==> src/rtl/key_event_queue.sv <==
// key_event_queue
// Turns debounced active-low key levels into PRESS / REPEAT / RELEASE events.
// Each key has a hold-to-repeat FSM and a one-entry pending slot. A fixed-priority
// arbiter moves pending events into a small FWFT FIFO that the consumer drains
// over a valid/ready handshake.
// Optional feature: define KEY_RELEASE_EVT_EN to queue RELEASE events. Without it,
// releases still stop auto-repeat but produce no event.
//
// Key FSM states:
//   state    | meaning
//   S_IDLE   | key released, waiting for a press edge
//   S_DELAY  | key held, counting down to the first REPEAT
//   S_REPEAT | key held, emitting a REPEAT every REPEAT_PERIOD cycles
module key_event_queue #(
  parameter int NUM_KEYS      = 4,
  parameter int HOLD_DELAY    = 25000000,
  parameter int REPEAT_PERIOD = 5000000,
  parameter int FIFO_DEPTH    = 4,
  localparam int KW = (NUM_KEYS > 1) ? $clog2(NUM_KEYS) : 1
) (
  input  logic                clk,
  input  logic                rst,
  input  logic [NUM_KEYS-1:0] key_stable,
  output logic                evt_valid,
  output logic [KW-1:0]       evt_key,
  output logic [1:0]          evt_type,
  input  logic                evt_ready,
  output logic [7:0]          drop_cnt
);

  localparam int CMAX = (HOLD_DELAY > REPEAT_PERIOD) ? HOLD_DELAY : REPEAT_PERIOD;
  localparam int CW   = $clog2(CMAX);
  localparam int AW   = $clog2(FIFO_DEPTH);
  localparam logic [CW-1:0] HOLD_LOAD = CW'(HOLD_DELAY - 1);
  localparam logic [CW-1:0] REP_LOAD  = CW'(REPEAT_PERIOD - 1);
  localparam logic [1:0] EVT_PRESS  = 2'b00;
  localparam logic [1:0] EVT_REPEAT = 2'b01;
`ifdef KEY_RELEASE_EVT_EN
  localparam logic [1:0] EVT_RELEASE = 2'b10;
`endif

  typedef enum logic [1:0] {S_IDLE = 2'd0, S_DELAY = 2'd1, S_REPEAT = 2'd2} state_t;

  logic                r_armed;
  logic [NUM_KEYS-1:0] r_key_prev;
  logic [NUM_KEYS-1:0] w_press, w_release;

  state_t              r_state     [NUM_KEYS];
  state_t              w_state_nxt [NUM_KEYS];
  logic [CW-1:0]       r_cnt       [NUM_KEYS];
  logic [CW-1:0]       w_cnt_nxt   [NUM_KEYS];
  logic [NUM_KEYS-1:0] w_gen;
  logic [1:0]          w_gen_type  [NUM_KEYS];

  logic [NUM_KEYS-1:0] r_pend_vld;
  logic [1:0]          r_pend_type [NUM_KEYS];
  logic [KW-1:0]       w_sel;
  logic                w_any, w_push, w_pop, w_full, w_empty;
  logic [NUM_KEYS-1:0] w_push_sel, w_drop;
  logic [7:0]          r_drop_cnt, w_drop_nxt;

  logic [KW+1:0]       r_mem [FIFO_DEPTH];
  logic [AW:0]         r_wr_ptr, r_rd_ptr;
  logic [KW+1:0]       w_head;

  // Edge detector; the first cycle after reset only captures levels so a key
  // held through reset does not look like a fresh press.
  always_ff @(posedge clk or posedge rst) begin
    if (rst) begin
      r_armed    <= 1'b0;
      r_key_prev <= '1;
    end else begin
      r_armed    <= 1'b1;
      r_key_prev <= key_stable;
    end
  end

  assign w_press   = r_armed ? (r_key_prev & ~key_stable) : '0;
  assign w_release = r_armed ? (~r_key_prev & key_stable) : '0;

  // Key FSM state and down-counter registers.
  always_ff @(posedge clk or posedge rst) begin
    if (rst) begin
      for (int i = 0; i < NUM_KEYS; i++) begin
        r_state[i] <= S_IDLE;
        r_cnt[i]   <= '0;
      end
    end else begin
      for (int i = 0; i < NUM_KEYS; i++) begin
        r_state[i] <= w_state_nxt[i];
        r_cnt[i]   <= w_cnt_nxt[i];
      end
    end
  end

  // Key FSM next state, counter update and event generation; release wins over
  // a terminal count in the same cycle.
  always_comb begin
    for (int i = 0; i < NUM_KEYS; i++) begin
      w_state_nxt[i] = r_state[i];
      w_cnt_nxt[i]   = r_cnt[i];
      w_gen[i]       = 1'b0;
      w_gen_type[i]  = EVT_PRESS;
      case (r_state[i])
        S_IDLE: begin
          if (w_press[i]) begin
            w_gen[i]       = 1'b1;
            w_gen_type[i]  = EVT_PRESS;
            w_cnt_nxt[i]   = HOLD_LOAD;
            w_state_nxt[i] = S_DELAY;
          end
        end
        S_DELAY, S_REPEAT: begin
          if (w_release[i]) begin
            w_state_nxt[i] = S_IDLE;
            w_cnt_nxt[i]   = '0;
`ifdef KEY_RELEASE_EVT_EN
            w_gen[i]       = 1'b1;
            w_gen_type[i]  = EVT_RELEASE;
`endif
          end else if (r_cnt[i] == '0) begin
            w_gen[i]       = 1'b1;
            w_gen_type[i]  = EVT_REPEAT;
            w_cnt_nxt[i]   = REP_LOAD;
            w_state_nxt[i] = S_REPEAT;
          end else begin
            w_cnt_nxt[i] = r_cnt[i] - 1'b1;
          end
        end
        default: begin
          w_state_nxt[i] = S_IDLE;
          w_cnt_nxt[i]   = '0;
        end
      endcase
    end
  end

  // Lowest-index occupied slot wins the FIFO write port.
  always_comb begin
    w_sel = '0;
    w_any = |r_pend_vld;
    for (int i = NUM_KEYS - 1; i >= 0; i--) begin
      if (r_pend_vld[i]) w_sel = KW'(i);
    end
  end

  assign w_empty = (r_wr_ptr == r_rd_ptr);
  assign w_full  = (r_wr_ptr[AW] != r_rd_ptr[AW]) &&
                   (r_wr_ptr[AW-1:0] == r_rd_ptr[AW-1:0]);
  assign w_pop   = ~w_empty & evt_ready;
  assign w_push  = w_any & (~w_full | w_pop);

  // A drop is a new event landing on a slot whose old event is not leaving
  // this cycle; the counter saturates.
  always_comb begin
    w_drop_nxt = r_drop_cnt;
    for (int i = 0; i < NUM_KEYS; i++) begin
      w_push_sel[i] = w_push && (w_sel == KW'(i));
      w_drop[i]     = w_gen[i] & r_pend_vld[i] & ~w_push_sel[i];
      if (w_drop[i] && (w_drop_nxt != 8'hFF)) w_drop_nxt = w_drop_nxt + 8'd1;
    end
  end

  // Pending slots and drop counter; a fresh event beats the clear from a push.
  always_ff @(posedge clk or posedge rst) begin
    if (rst) begin
      r_pend_vld <= '0;
      r_drop_cnt <= '0;
      for (int i = 0; i < NUM_KEYS; i++) r_pend_type[i] <= EVT_PRESS;
    end else begin
      r_drop_cnt <= w_drop_nxt;
      for (int i = 0; i < NUM_KEYS; i++) begin
        if (w_gen[i]) begin
          r_pend_vld[i]  <= 1'b1;
          r_pend_type[i] <= w_gen_type[i];
        end else if (w_push_sel[i]) begin
          r_pend_vld[i] <= 1'b0;
        end
      end
    end
  end

  // FIFO pointers.
  always_ff @(posedge clk or posedge rst) begin
    if (rst) begin
      r_wr_ptr <= '0;
      r_rd_ptr <= '0;
    end else begin
      if (w_push) r_wr_ptr <= r_wr_ptr + 1'b1;
      if (w_pop)  r_rd_ptr <= r_rd_ptr + 1'b1;
    end
  end

  // FIFO storage; outputs are gated by empty so contents need no reset.
  always_ff @(posedge clk) begin
    if (w_push) r_mem[r_wr_ptr[AW-1:0]] <= {w_sel, r_pend_type[w_sel]};
  end

  assign w_head    = r_mem[r_rd_ptr[AW-1:0]];
  assign evt_valid = ~w_empty;
  assign evt_key   = w_empty ? '0 : w_head[KW+1:2];
  assign evt_type  = w_empty ? 2'b00 : w_head[1:0];
  assign drop_cnt  = r_drop_cnt;

endmodule

==> config.mk <==
export PLATFORM = sky130hd
export DESIGN_NAME = key_event_queue
export DESIGN_NICKNAME = d
export VERILOG_FILES = /design/src/rtl/key_event_queue.sv
export SDC_FILE = /design/constraint.sdc
export NUM_CORES = 1
export LEC_CHECK = 0
export ABC_CLOCK_PERIOD_IN_PS = 6500
export CELL_PAD_IN_SITES_DETAIL_PLACEMENT = 1
export CELL_PAD_IN_SITES_GLOBAL_PLACEMENT = 1
export CORE_MARGIN = 8
export CORE_UTILIZATION = 45
export CTS_BUF_LIST = sky130_fd_sc_hd__clkbuf_16
export DETAILED_ROUTE_END_ITERATION = 8
export DONT_BUFFER_PORTS = 1
export PLACE_DENSITY = 0.88
export SYNTH_ARGS = -nofsm -noshare
export SYNTH_HDL_FRONTEND = slang
export SYNTH_SLANG_ARGS = --single-unit
==> constraint.sdc <==
create_clock -name clk -period 6.5 [get_ports clk]
set_input_delay 0.325 -clock clk [delete_from_list [all_inputs] [get_ports clk]]
set_output_delay 0.325 -clock clk [all_outputs]
set_load 0.05 [all_outputs]
=== After elaboration in Yosys (flattened, before gate mapping) ===
Memory sizes are Yosys's and may differ from the RTL's.
Index checks and enable logic that the tools add are counted.

* Add/subtract/negate cells: 10
* $mul: 0
* Divide/modulo/power cells: 0
* Magnitude comparators: 1
* Equality and inequality tests: 26
* Shifts and indexed selects: 0
* Muxes and demuxes: 85
* Bitwise logic cells: 22
* Reduce and logical (&&, ||, !) cells: 31

{| class="wikitable"
|+ Operators with widths
! cell !! number
|-
| 25-bit 2-to-1 mux || 12
|-
| 25-bit one-hot mux with 2 select lines || 4
|-
| 25-bit zero test || 4
|-
| 25-bit by 1-bit subtractor with 25-bit output (second input constant) || 4
|-
| 2-bit 2-to-1 mux || 20
|-
| 1-bit 2-to-1 mux || 34
|-
| 8-bit by 1-bit adder with 8-bit output (second input constant) || 4
|-
| 8-bit 2-to-1 mux || 4
|-
| 8-bit != test (second input constant) || 4
|-
| 2-bit one-hot mux with 2 select lines || 4
|-
| 2-bit == test (second input constant) || 6
|-
| 3-bit != test (second input constant) || 4
|-
| 1-bit bitwise AND || 10
|-
| 2-bit by 1-bit == test with 1-bit output (second input constant) || 5
|-
| 2-bit zero test || 5
|-
| 1-bit logical AND || 9
|-
| 4-bit bitwise AND || 2
|-
| 4-bit 2-to-1 mux || 2
|-
| 2-bit != test (second input constant) || 4
|-
| 4-bit inverter || 2
|-
| 1-bit one-hot mux with 2 select lines || 4
|-
| 2-bit AND reduction || 4
|-
| 2-bit nonzero test || 4
|-
| 2-bit OR reduction || 4
|-
| 10 further kinds || 16
|}

* Register bits after elaboration: 139
* Latch bits: 0
* RAM bits: 16
* ROM bits: 0
* Word-level logic and storage cells: 197
* Memories kept: 1

{| class="wikitable"
|+ Memories
! memory !! depth !! bits a word !! read ports !! clocked after memory_dff !! write ports !! RTL line !! text
|-
| r_mem || 4 || 4 || 1 || 0 || 1 || 62 || <nowiki>logic [KW+1:0] r_mem [FIFO_DEPTH];</nowiki>
|}

=== Depth between registers and ports, before layout ===
Gate-level depths: netlist (run 1).

* Depth in word-level cells: 19
* Mapped depth: 27

=== Least setup slack after synthesis (run 1) ===
No wires, ideal clock.

* Path kind: register to register
* From: register r_drop_cnt[0], in the netlist drop_cnt[0]
* To: register r_drop_cnt[5], in the netlist drop_cnt[5]
* Arrival time: 6.151 ns
* Required time: 6.375 ns
* Setup slack: 0.224 ns
* Stages on the path, launching flop included: 27
* Path buffers: 2
* Cells stage by stage: dfrtp_1 -> ha_1 -> clkbuf_1 -> nand3_1 -> o21ai_0 -> nor2_1 -> o21ai_0 -> xor2_1 -> inv_1 -> ha_1 -> clkbuf_1 -> and3_1 -> nand2_1 -> a2bb2oi_1 -> a211oi_1 -> o21ai_1 -> o41ai_4 -> nor2_1 -> nor2_2 -> ha_1 -> and2_1 -> nand3_1 -> and2_1 -> o21a_1 -> o2111a_2 -> or4b_1 -> mux2_2

* Cells in the longest elaborated chain, start to end: 12
* Elaborated cells between the ends (all ways): 16

{| class="wikitable"
|+ RTL lines
! element !! RTL line !! text
|-
| start: declaration || 60 || <nowiki>logic [7:0] r_drop_cnt, w_drop_nxt;</nowiki>
|-
| start signal: assignment || 171 || <nowiki>r_drop_cnt <= w_drop_nxt;</nowiki>
|-
| parallel branches: the longest is 2 deep, another holds 8-bit by 1-bit adder with 8-bit output || -- ||
|-
| 8-bit 2-to-1 mux * || 160 || <nowiki>if (w_drop[i] && (w_drop_nxt != 8'hFF)) w_drop_nxt = w_drop_nxt + 8'd1;</nowiki>
|-
| parallel branches: the longest is 2 deep, another holds 8-bit by 1-bit adder with 8-bit output || -- ||
|-
| 8-bit 2-to-1 mux * || 160 ||
|-
| parallel branches: the longest is 2 deep, another holds 8-bit by 1-bit adder with 8-bit output || -- ||
|-
| 8-bit 2-to-1 mux * || 160 ||
|-
| parallel branches: the longest is 2 deep, another holds 8-bit by 1-bit adder with 8-bit output || -- ||
|-
| 8-bit 2-to-1 mux * || 160 ||
|-
| via w_drop_nxt[5] || 60 ||
|}

Mark *: on every way through the listed nets, which the timed path passes.
A chain may end at the register's enable or synchronous reset.

=== Final worst setup path (run 1) ===
* From: register r_rd_ptr[1]
* To: register r_drop_cnt[5], in the netlist drop_cnt[5]

* Cells in the longest elaborated chain, start to end: 19
* Elaborated cells between the ends (all ways): 34

{| class="wikitable"
|+ RTL lines
! element !! RTL line !! text
|-
| start: declaration || 63 || <nowiki>logic [AW:0] r_wr_ptr, r_rd_ptr;</nowiki>
|-
| start signal: assignment || 190 || <nowiki>if (w_pop) r_rd_ptr <= r_rd_ptr + 1'b1;</nowiki>
|-
| 3-bit == test or 2-bit == test (tied branches) || 147, 149 ||
|-
| 1-bit inverter or 1-bit logical AND (tied branches) || 150, 148 ||
|-
| 1-bit bitwise AND or 1-bit inverter (tied branches) || 150, 151 ||
|-
| 1-bit OR * || 151 || <nowiki>assign w_push = w_any & (~w_full | w_pop);</nowiki>
|-
| 1-bit bitwise AND * || 151 ||
|-
| parallel branches: the longest is 13 deep, another holds 8-bit by 1-bit adder with 8-bit output || -- ||
|-
| 8-bit 2-to-1 mux * || 160 ||
|-
| via w_drop_nxt[5] || 60 ||
|}

Marks and branches as above.

==> flow_metrics.tcl, run 1 <==
set metrics [dict create \
    outcome "completed" \
    cpMaxStageDelayCell "or4_4" \
    path_class "register to register" \
    antenna_cells 0 \
    placedInstanceArea_um2 9460 \
    holdPathStages 2 \
    end_kind "register" \
    holdWs_ns 0.0746 \
    grt_pass1_wl_mm 43.5 \
    synth.most_common_cell "dfrtp_1" \
    areaGrowthSynthToFinish_pct 10.6 \
    initial_core_util 0.454 \
    layout-drive-gt1-share 0.0948 \
    post_cts_buffers 0 \
    die_h_um 158 \
    core_area_um2 20100 \
    cts.path.max_buffers 2 \
    ios 20 \
    ant_nets 0 \
    gr-max-usage-layer "met2" \
    path_max_fanout 8 \
    cts_buffers 17 \
    peakVddDrop_uv 212 \
    layout_setup_ws_ns 0.470 \
    worst-path-buf-inv 2 \
    root_buffer "clkbuf_16" \
    synthTopCellsByArea "dfrtp_1 36%, nand2_1 4.9%, o21ai_0 4.7%" \
    crit_chain "xor2_1, or4_4, nor2_1, o21ai_1, xor2_1, inv_1, ha_1, and3_1, nand2_1, a2bb2oi_1, a211oi_1, buf_4, o21a_1, a41oi_2, xnor2_1, ha_1, and2_1, nand3_1, and2_1, o21a_1, o2111a_2, or4b_1, mux2_2" \
    use_met3 0.0369 \
    cts_tree "yes" \
    synth_edf_count 12 \
    intPower_mw 2.43 \
    dr.pass1.iters 5 \
    cp.arrival_ns 6.35 \
    critPathRequiredTime_ns 6.82 \
    p_sw_frac 0.449 \
    hold_start "evt_ready" \
    hold_violations 0 \
    setup_viol 0 \
    synth_seq_cells 147 \
    fill_cells 2338 \
    cp-start-kind "register" \
    synth.distinct_cells 88 \
    rsz0062_at_grt "false" \
    die_x_um 158 \
    drc_errors 0 \
    pwr-share-comb 0.423 \
    dieArea_um2 25100 \
    portBuffers 0 \
    power-per-cell-area_nw_per_um2 437 \
    timing.rr.start "r_rd_ptr[1]" \
    async_flop_share 0.918 \
    track_usage 0.216 \
    p_sw_mw 1.98 \
    nets 1071 \
    dp_slack_ns 0.337 \
    dp_hpwl_mm 18.0 \
    clkTransAtPathRegs_ns 0.07 \
    clock_skew_ns 0.0112 \
    overflow 0 \
    h-tree-depth 4 \
    synth_area_um2 9130 \
    pwr-share-seq 0.350 \
    syn_avg_cell_area_um2 8.79 \
    dr_total_vias 8163 \
    whs_endpoint "r_rd_ptr[2]" \
    fin_tns_setup_ns 0 \
    routed_wl_mm 25.8 \
    synth_nets 1068 \
    cp_slowest_stage_delay_ns 0.58 \
    grt_max_degree 78 \
    reg2reg_depth 23 \
    synthCells 1039 \
    worst_pin_slew_ns 1.10 \
    drt_iter0_markers 483 \
    ys.flop_type "dfrtp_1" \
    seq_area_frac_synth 0.410 \
    ys_top_cells_by_count "131 x dfrtp_1, 119 x nand2_1, 107 x nor2_1, 85 x o21ai_0, 55 x a21oi_1" \
    grt_util_met2 0.373 \
    power_leakage_nw 4.09 \
    rows 52 \
    cts_num_sinks 147 \
    reg2reg_to "drop_cnt[5]" \
    yosysTopAreaCell "dfrtp_1" \
    holdCritPathClass "input pin to register" \
    period_minus_slack_ns 6.03 \
    synth_top_area_frac 0.359 \
    max_freq_mhz 166 \
    wl_per_cell_um 19.4 \
    cap_violations 0 \
    via_per_inst 6.16 \
    yosysWarningCount 0 \
    grt_pass1_vias 8729 \
    relSlewSlack 0.263 \
    final_area_um2 10100 \
    ff2ff_setup_slack_ns 0.47 \
    power_frac_clock 0.227 \
    drv_slew 0 \
    antenna_found_initial 0 \
    globalRouteMet1Util 0.263 \
    globalplace.congestion 0.861 \
    period_share 0.928 \
    clock_latency_ns 0.44 \
    path_delay_family "simple AND/OR/NAND/NOR gates" \
]
worst max path at each step:
stage,start,end,cells past startpoint
2_1_floorplan,drop_cnt[0],drop_cnt[5],26
3_3_place_gp,r_rd_ptr[0],drop_cnt[5],23
3_5_place_dp,r_rd_ptr[0],drop_cnt[5],23
4_1_cts,r_cnt[81],drop_cnt[5],23
5_1_grt,r_rd_ptr[0],drop_cnt[5],23
6_report,r_rd_ptr[1],drop_cnt[5],23
per-stage QoR:
step	utilization	cells	power, mW
5_1_grt	0.502	1325	4.71
6_report	0.502	1325	4.41
2_1_floorplan	-	1039	2.89
3_3_place_gp	0.471	1288	3.27
3_5_place_dp	0.471	1288	3.38
4_1_cts	0.502	1325	4.41
flip-flops by register name, indices dropped and copies added, names as in the netlist:
signal,cells
drop_cnt,8
r_armed,1
r_cnt,100
r_key_prev,4
r_mem,12
r_pend_type,4
r_pend_vld,4
r_rd_ptr,3
r_state,8
r_wr_ptr,3
per-layer routing:
metal	routed length, µm	share of wire	vias to the layer above
li1	-	-	3831
met1	11300	0.44	4139
met2	12900	0.50	150
met3	985	0.038	43
met4	563	0.022	0
met5	0	0	-
cell families after synthesis:
family                     Yosys count  share of synthesized area
xor gates and xnor gates            47                     0.0451
adders and majority gates           22                     0.0301
DFF                                147                      0.410
and+or+nand+nor                    453                      0.251
AOI/OAI and AO/OA                  283                      0.214
other                                2                   0.000822
muxes                               12                     0.0179
buffers and inverters               73                     0.0308
layout by cell type, fill, tap and decap left out, types with 6 or more instances in the layout:
cell,n
or2_2,8
xor2_1,15
ha_1,22
nor3_1,46
nor4_1,25
inv_1,32
a211o_1,6
nor2b_1,6
or3_1,26
inv_8,6
a31oi_1,6
a21oi_1,55
nand3_1,29
nor2_1,107
xnor2_1,32
o311ai_0,21
buf_4,19
dfrtp_1,131
or4_1,8
a221o_1,8
o21ai_0,83
clkbuf_16,17
nand2_1,119
o31ai_1,7
and3_1,8
o21a_1,10
nand2b_1,12
edfxtp_1,12
a211oi_1,7
nand4_1,6
nand3b_1,9
and2_1,17
o211ai_1,20
final cells by class:
| cell class | instances | area [µm²] | area share |
|---|---|---|---|
| clock buffer | 17 | 425 | 0.0421 |
| clock inverter | 15 | 161 | 0.0160 |
| inverter | 33 | 129 | 0.0128 |
| multi-input combinational | 819 | 5110 | 0.506 |
| sequential | 147 | 3740 | 0.371 |
| tap | 270 | 338 | 0.0334 |
| timing repair buffer | 24 | 193 | 0.0191 |
worst register-to-register path, stage by stage, from the launching register on:
cell       delay (ns)
dfrtp_1          0.45
xor2_1           0.23
or4_4            0.58
nor2_1           0.28
o21ai_1          0.20
xor2_1           0.20
inv_1            0.12
ha_1             0.17
and3_1           0.21
nand2_1          0.06
a2bb2oi_1        0.14
a211oi_1         0.29
buf_4            0.19
o21a_1           0.15
a41oi_2          0.25
xnor2_1          0.29
ha_1             0.31
and2_1           0.21
nand3_1          0.12
and2_1           0.20
o21a_1           0.21
o2111a_2         0.30
or4b_1           0.48
mux2_2           0.27
power by group through the flow:
stage	registers, mW	logic [mW]	clock network [mW]
finish	1.54	1.87	1.00
global route	1.60	2.07	1.05
CTS	1.54	1.86	1.02
detailed placement	1.55	1.83	0
global placement	1.52	1.75	0
floorplan	1.48	1.41	0
what timing repair did:
item,CTS,global route
hold buffers,5,0
endpoints found under the setup margin,0,2
hold endpoints to repair,78,0
resized for setup,0,2
Power figures use the tool's default switching activity.
==> run 2, diff against run 1 <==
--- a/config.mk
+++ b/config.mk
@@ -6,14 +6,14 @@
 export NUM_CORES = 1
 export LEC_CHECK = 0
 export ABC_CLOCK_PERIOD_IN_PS = 6500
+export BUFFER_PORTS_ARGS = -buffer_cell sky130_fd_sc_hd__buf_2
 export CELL_PAD_IN_SITES_DETAIL_PLACEMENT = 1
 export CELL_PAD_IN_SITES_GLOBAL_PLACEMENT = 1
 export CORE_MARGIN = 8
-export CORE_UTILIZATION = 45
+export CORE_UTILIZATION = 44
 export CTS_BUF_LIST = sky130_fd_sc_hd__clkbuf_16
 export DETAILED_ROUTE_END_ITERATION = 8
-export DONT_BUFFER_PORTS = 1
-export PLACE_DENSITY = 0.88
+export PLACE_DENSITY = 0.87
 export SYNTH_ARGS = -nofsm -noshare
 export SYNTH_HDL_FRONTEND = slang
 export SYNTH_SLANG_ARGS = --single-unit
==> run 2 against run 1 <==
  * Non-clock buffer count rose by 11
  * Sequential power barely moved
  * Clock power barely moved
  * Core utilization fell by 0.24 points
  * Hold slack got worse by 0.052 ns
  * Fmax fell by 2.5%
  * Setup slack got worse by 0.16 ns
  * Design area rose by 0.49%
  * Clock skew fell by 0.0039 ns
  * Combinational power rose by 3%
  * Clock-buffer cell count did not move
  * Highest routed layer unchanged
==> flow_metrics.tcl, run 2 (synthesis gave the netlist of run 1 again) <==
set metrics [dict create \
    period_minus_slack_ns 6.19 \
    cpMaxStageDelayCell "or3_1" \
    max_freq_mhz 162 \
    outcome "completed" \
    cp-start-kind "register" \
    relSlewSlack 0.322 \
    clock_skew_ns 0.00727 \
    instances_no_fill 1336 \
    track_usage 0.208 \
    core_area_um2 20300 \
    clock_latency_ns 0.44 \
    largest_reg_flops 100 \
    dp.cells 1299 \
    wl_per_cell_um 19.9 \
    reg2reg_depth 23 \
    final_area_um2 10200 \
    rows 52 \
    nets 1082 \
    crit_chain "or3_1, nor4_4, and3_4, o21ai_1, xor2_2, inv_1, ha_1, and3_1, nand2_1, a2bb2oi_1, a211oi_2, o21ai_1, o41ai_4, nor2_1, nor2_2, ha_1, and2_1, o211ai_2, and2_1, o21a_1, o2111a_2, or4b_1, mux2_2" \
    antenna_cells 0 \
    cp_slowest_stage_delay_ns 0.50 \
    portBuffers 18 \
    drt_iter0_markers 513 \
    cts_buffers 17 \
    power_leakage_nw 4.13 \
    via_per_inst 6.15 \
    overflow 0 \
    period_share 0.952 \
    globalplace.congestion 0.871 \
    antenna_found_initial 0 \
    peakVddDrop_uv 182 \
    grt_pass1_wl_mm 44.4 \
    drv_slew 0 \
    critPathRequiredTime_ns 6.82 \
    ant_nets 0 \
    routed_wl_mm 26.6 \
    ff2ff_setup_slack_ns 0.31 \
    grt_max_degree 83 \
    layout_common_cells "131 x dfrtp_1, 119 x nand2_1, 106 x nor2_1" \
    regMostFlops "r_cnt" \
    h-tree-depth 4 \
    cp.arrival_ns 6.51 \
    cts.path.max_buffers 2 \
    root_buffer "clkbuf_16" \
    drc_errors 0 \
    final_common_cell "dfrtp_1" \
    cts_num_sinks 147 \
    power-per-cell-area_nw_per_um2 439 \
    cap_violations 0 \
    timing.rr.start "r_cnt[81]" \
    end_kind "register" \
    path_max_fanout 7 \
    reg2reg_to "drop_cnt[5]" \
    cts_tree "yes" \
    worst_pin_slew_ns 1.01 \
    dr.pass1.iters 7 \
    dieArea_um2 25600 \
    initial_core_util 0.450 \
    setup_viol 0 \
    dr_total_vias 8211 \
    areaGrowthSynthToFinish_pct 11.2 \
    dp_hpwl_mm 18.1 \
    die_h_um 160 \
    fill_cells 2361 \
    die_x_um 160 \
    total_power_mw 4.46 \
    clkTransAtPathRegs_ns 0.07 \
    holdCritPathClass "input pin to async pin" \
    layout-drive-gt1-share 0.111 \
    hold_violations 0 \
    placedInstanceArea_um2 9500 \
    grt_pass1_vias 8722 \
    path_class "register to register" \
    post-route-util 0.500 \
    ios 20 \
]
## run 2: cell types whose count changed in the layout (fill, tap and decap cells not counted), moves of 2 or more
cell	delta
buf_2	+18
buf_4	-5
dlygate4sd3_1	-2
inv_6	+2
## run 2: metrics by stage
step / setup TNS [ns] / setup WS, ns / hold WS (ns)
2_1_floorplan: 0 / 0.224 / 0.329
3_3_place_gp: 0 / 0.396 / 0.449
3_5_place_dp: 0 / 0.109 / 0.454
4_1_cts: 0 / 0.0217 / 0.00193
5_1_grt: -0.0377 / -0.0377 / 0.00639
6_report: 0 / 0.314 / 0.0225
## run 2: worst max path at each step
| stage | end | cells after the start | from |
|---|---|---|---|
| floorplan | drop_cnt[5] | 26 | drop_cnt[0] |
| global placement | drop_cnt[5] | 22 | r_cnt[81] |
| detailed placement | drop_cnt[5] | 22 | r_cnt[81] |
| CTS | drop_cnt[5] | 23 | r_rd_ptr[0] |
| global route | drop_cnt[5] | 24 | drop_cnt[0] |
| finish | drop_cnt[5] | 23 | r_cnt[81] |
## run 2: per-layer routing
metal  global-route usage  vias up  wire length, µm
li1                     -     3851                -
met1                0.255     4151            11800
met2                0.358      160            13300
met3               0.0375       49              994
met4               0.0769        0              482
met5                    0        -                0
## run 2: final cells by class
cell class	count	area, µm²	area share
repair buffers	35	225	0.0222
well taps	270	338	0.0333
flip-flops and latches	147	3740	0.369
clock inverters	15	155	0.0153
clock buffers	17	425	0.0419
inverters	33	129	0.0127
multi-input cells	819	5140	0.506
## run 2: critical path, delay by kind of cell, from the launching register on
kind,cells,cell delay [ns]
compound gates,8,1.81
xor+xnor,1,0.26
fa+ha+maj,2,0.48
buf+inv,1,0.14
flops,1,0.43
mux,1,0.27
simple gates,10,2.67
## run 2: where the power goes
part,total [mW],switching (mW),internal [mW]
registers,1.55,0.319,1.23
clock network,0.988,0.472,0.517
logic,1.92,1.24,0.671
total,4.46,2.04,2.42
## run 2: timing repair
item                       CTS  global route
hold endpoints to repair     3             0
setup endpoints to repair    1             4
pin swaps                    0             1
buffers inserted             0             2
hold buffers                 3             0
gates resized for setup      3             5
==> run 3, diff against run 2 <==
==> config.mk (replaced) <==
export PLATFORM = sky130hd
export DESIGN_NAME = key_event_queue
export DESIGN_NICKNAME = d
export VERILOG_FILES = /design/src/rtl/key_event_queue.sv
export SDC_FILE = /design/constraint.sdc
export NUM_CORES = 1
export LEC_CHECK = 0
export ABC_AREA = 1
export ABC_CLOCK_PERIOD_IN_PS = 6500
export CELL_PAD_IN_SITES_DETAIL_PLACEMENT = 1
export CELL_PAD_IN_SITES_GLOBAL_PLACEMENT = 1
export CORE_MARGIN = 8
export CORE_UTILIZATION = 44
export CTS_BUF_LIST = sky130_fd_sc_hd__clkbuf_16
export DETAILED_ROUTE_END_ITERATION = 8
export DONT_BUFFER_PORTS = 1
export GPL_TIMING_DRIVEN = 1
export PLACE_DENSITY = 0.88
export SYNTH_ARGS = -nofsm -noshare
export SYNTH_HDL_FRONTEND = slang
export SYNTH_SLANG_ARGS = --single-unit
==> run 3 against run 2 <==
  * Via count increased by 3.1%
  * Combinational power increased by 28%
  * First-iteration DRC count decreased by 1.4%
==> flow_metrics.tcl, run 3 <==
set metrics [dict create \
    largest_reg_flops 100 \
    clock_skew_ns 0.0110 \
    multi_input_area_um2 4970 \
    drv_slew 0 \
    synth_edf_count 12 \
    relSlewSlack 0.402 \
    outcome "completed" \
    post_cts_buffers 0 \
    dr_total_vias 8464 \
    worst_pin_slew_ns 0.897 \
    globalplace.congestion 0.849 \
    areaGrowthSynthToFinish_pct 10.1 \
    dp_hpwl_mm 18.6 \
    holdWs_ns 0.0814 \
    synth.distinct_cells 50 \
    grt_max_degree 70 \
    critPathRequiredTime_ns 6.88 \
    cp.arrival_ns 5.29 \
    regArea_um2 3740 \
    h-tree-depth 4 \
    core_area_um2 21000 \
    ys.flop_type "dfrtp_1" \
    drc_errors 0 \
    initial_core_util 0.449 \
    power-per-cell-area_nw_per_um2 495 \
    path_class "register to register" \
    ys_top_cells_by_count "244 x nand2_1, 181 x nor2_1, 160 x inv_1, 131 x dfrtp_1, 75 x nand3_1" \
    pwr-share-comb 0.477 \
    final_common_cell "nand2_1" \
    dieArea_um2 26400 \
    period_minus_slack_ns 4.91 \
    period_share 0.756 \
    layout_common_cells "244 x nand2_1, 181 x nor2_1, 161 x inv_1" \
    synthTopCellsByArea "dfrtp_1 35%, nand2_1 9.7%, nor2_1 7.2%" \
    synth_area_um2 9440 \
    root_buffer "clkbuf_16" \
    rsz0062_at_grt "false" \
    clock_latency_ns 0.44 \
    overflow 0 \
    regMostFlops "r_cnt" \
    track_usage 0.207 \
    layout-drive-gt1-share 0.0983 \
    synth_seq_cells 147 \
    end_kind "register" \
    synth_top_area_frac 0.347 \
    async_flop_share 0.918 \
    dr.pass1.iters 5 \
    synth.most_common_cell "nand2_1" \
    routed_wl_mm 26.5 \
    cp-start-kind "register" \
    synthCells 1233 \
    pwr-share-seq 0.328 \
    seq_area_frac_synth 0.397 \
    cts_num_sinks 147 \
    via_per_inst 5.51 \
    drt_iter0_markers 506 \
    synth_nets 1262 \
    antenna_cells 0 \
    clkTransAtPathRegs_ns 0.06 \
    portBuffers 0 \
    max_freq_mhz 204 \
    ios 20 \
    path_max_fanout 10 \
    p_sw_frac 0.491 \
    die_x_um 162 \
    grt_pass1_vias 9021 \
    holdCritPathClass "input pin to register" \
    intPower_mw 2.62 \
    power_leakage_nw 4.75 \
    ant_nets 0 \
    cts_tree "yes" \
    die_h_um 162 \
    cts.path.max_buffers 2 \
    hold_violations 0 \
    grt_pass1_wl_mm 45.0 \
    syn_avg_cell_area_um2 7.66 \
    rows 53 \
    p_sw_mw 2.53 \
    fill_cells 2605 \
    setup_viol 0 \
    yosysTopAreaCell "dfrtp_1" \
    cts_buffers 17 \
    cap_violations 0 \
    yosysWarningCount 0 \
    fin_tns_setup_ns 0 \
    power_frac_clock 0.195 \
    nets 1278 \
    antenna_found_initial 0 \
    wl_per_cell_um 17.3 \
    peakVddDrop_uv 213 \
]
## run 3: cell types whose count changed in the layout (fill, tap and decap cells not counted), moves of 31 or more
cell	delta
a21oi_1	-31
inv_1	+129
nand2_1	+125
nand2_2	+33
nand3_1	+46
nor2_1	+75
o21ai_0	-37
xor2_1	+41
## run 3: power groups by stage
stage	Sequential (mW)	Combinational, mW	Clock [mW]
3_5_place_dp	1.69	2.42	0
3_3_place_gp	1.67	2.29	0
6_report	1.69	2.46	1.00
2_1_floorplan	1.60	1.89	0
4_1_cts	1.68	2.47	1.01
5_1_grt	1.73	2.74	1.05
## run 3: per-stage QoR
step / std cells / setup WS (ns) / power [mW] / cell area (µm²) / util
after detailed placement: 1500 / 1.68 / 4.11 / 9760 / 0.464
after floorplan: 1233 / 2.34 / 3.49 / 9440 / -
final: 1537 / 1.59 / 5.14 / 10400 / 0.494
after global routing: 1537 / 1.14 / 5.53 / 10400 / 0.494
after CTS: 1537 / 1.64 / 5.16 / 10400 / 0.494
after global placement: 1500 / 1.96 / 3.96 / 9760 / 0.464
## run 3: path summary, 6_finish.rpt
check / start / to / slack, ns / cells after the start
setup / recovery: drop_cnt[0] / drop_cnt[6] / 1.59 / 27
min in group asynchronous: rst / r_cnt[59] / 0.48 / 2
setup reg to reg: drop_cnt[0] / drop_cnt[6] / 1.59 / 27
hold / removal: evt_ready / r_rd_ptr[2] / 0.08 / 2
hold reg to reg: r_wr_ptr[2] / r_wr_ptr[2] / 0.50 / 1
max in group asynchronous: rst / drop_cnt[3] / 4.67 / 3
## run 3: layer usage
metal / vias to the layer above / wire [µm] / GRT usage
met5: - / 0 / 0
met3: 46 / 680 / 0.0334
li1: 4092 / - / -
met2: 107 / 13700 / 0.367
met4: 0 / 547 / 0.0749
met1: 4219 / 11600 / 0.249
## run 3: logic make-up after synthesis
family | Yosys count | share of synthesized area
flip-flops | 147 | 0.397
XOR/XNOR | 67 | 0.0622
AO/OA/AOI/OAI | 156 | 0.107
adder cells (fa/ha/maj) | 22 | 0.0292
buffers and inverters | 188 | 0.0767
other | 2 | 0.000796
AND/OR/NAND/NOR | 651 | 0.328
## run 3: cell type report
type	instances	area share
Multi-Input combinational cell	898	0.478
Sequential cell	147	0.360
Inverter	176	0.0640
Clock buffer	18	0.0433
Tap cell	275	0.0331
Clock inverter	14	0.0132
Timing Repair Buffer	9	0.00770
## run 3: timing repair
item | CTS | global route
hold endpoints to repair | 70 | 0
gates resized for setup | 0 | 0
hold buffers | 5 | 0
## run 3: worst max-delay path: stages, from the launching register on
cell and delay, ns:
dfrtp_1 0.70, ha_1 0.34, nand2_1 0.11, nor3_2 0.34
nand3_2 0.26, nand4_4 0.27, nand2_1 0.08, nand2_1 0.16
ha_1 0.27, nand3_4 0.12, nor2_8 0.15, nand3_4 0.13
nand2_4 0.13, nand2_1 0.07, nand2_2 0.12, ha_1 0.21
nand3_1 0.13, nor2_4 0.16, nand3_4 0.15, nand3_1 0.17
nand2_2 0.08, nor2_1 0.23, nand2_2 0.10, nor2_2 0.11
nand2_1 0.06, nand2_1 0.08, nand2_1 0.05, inv_1 0.04
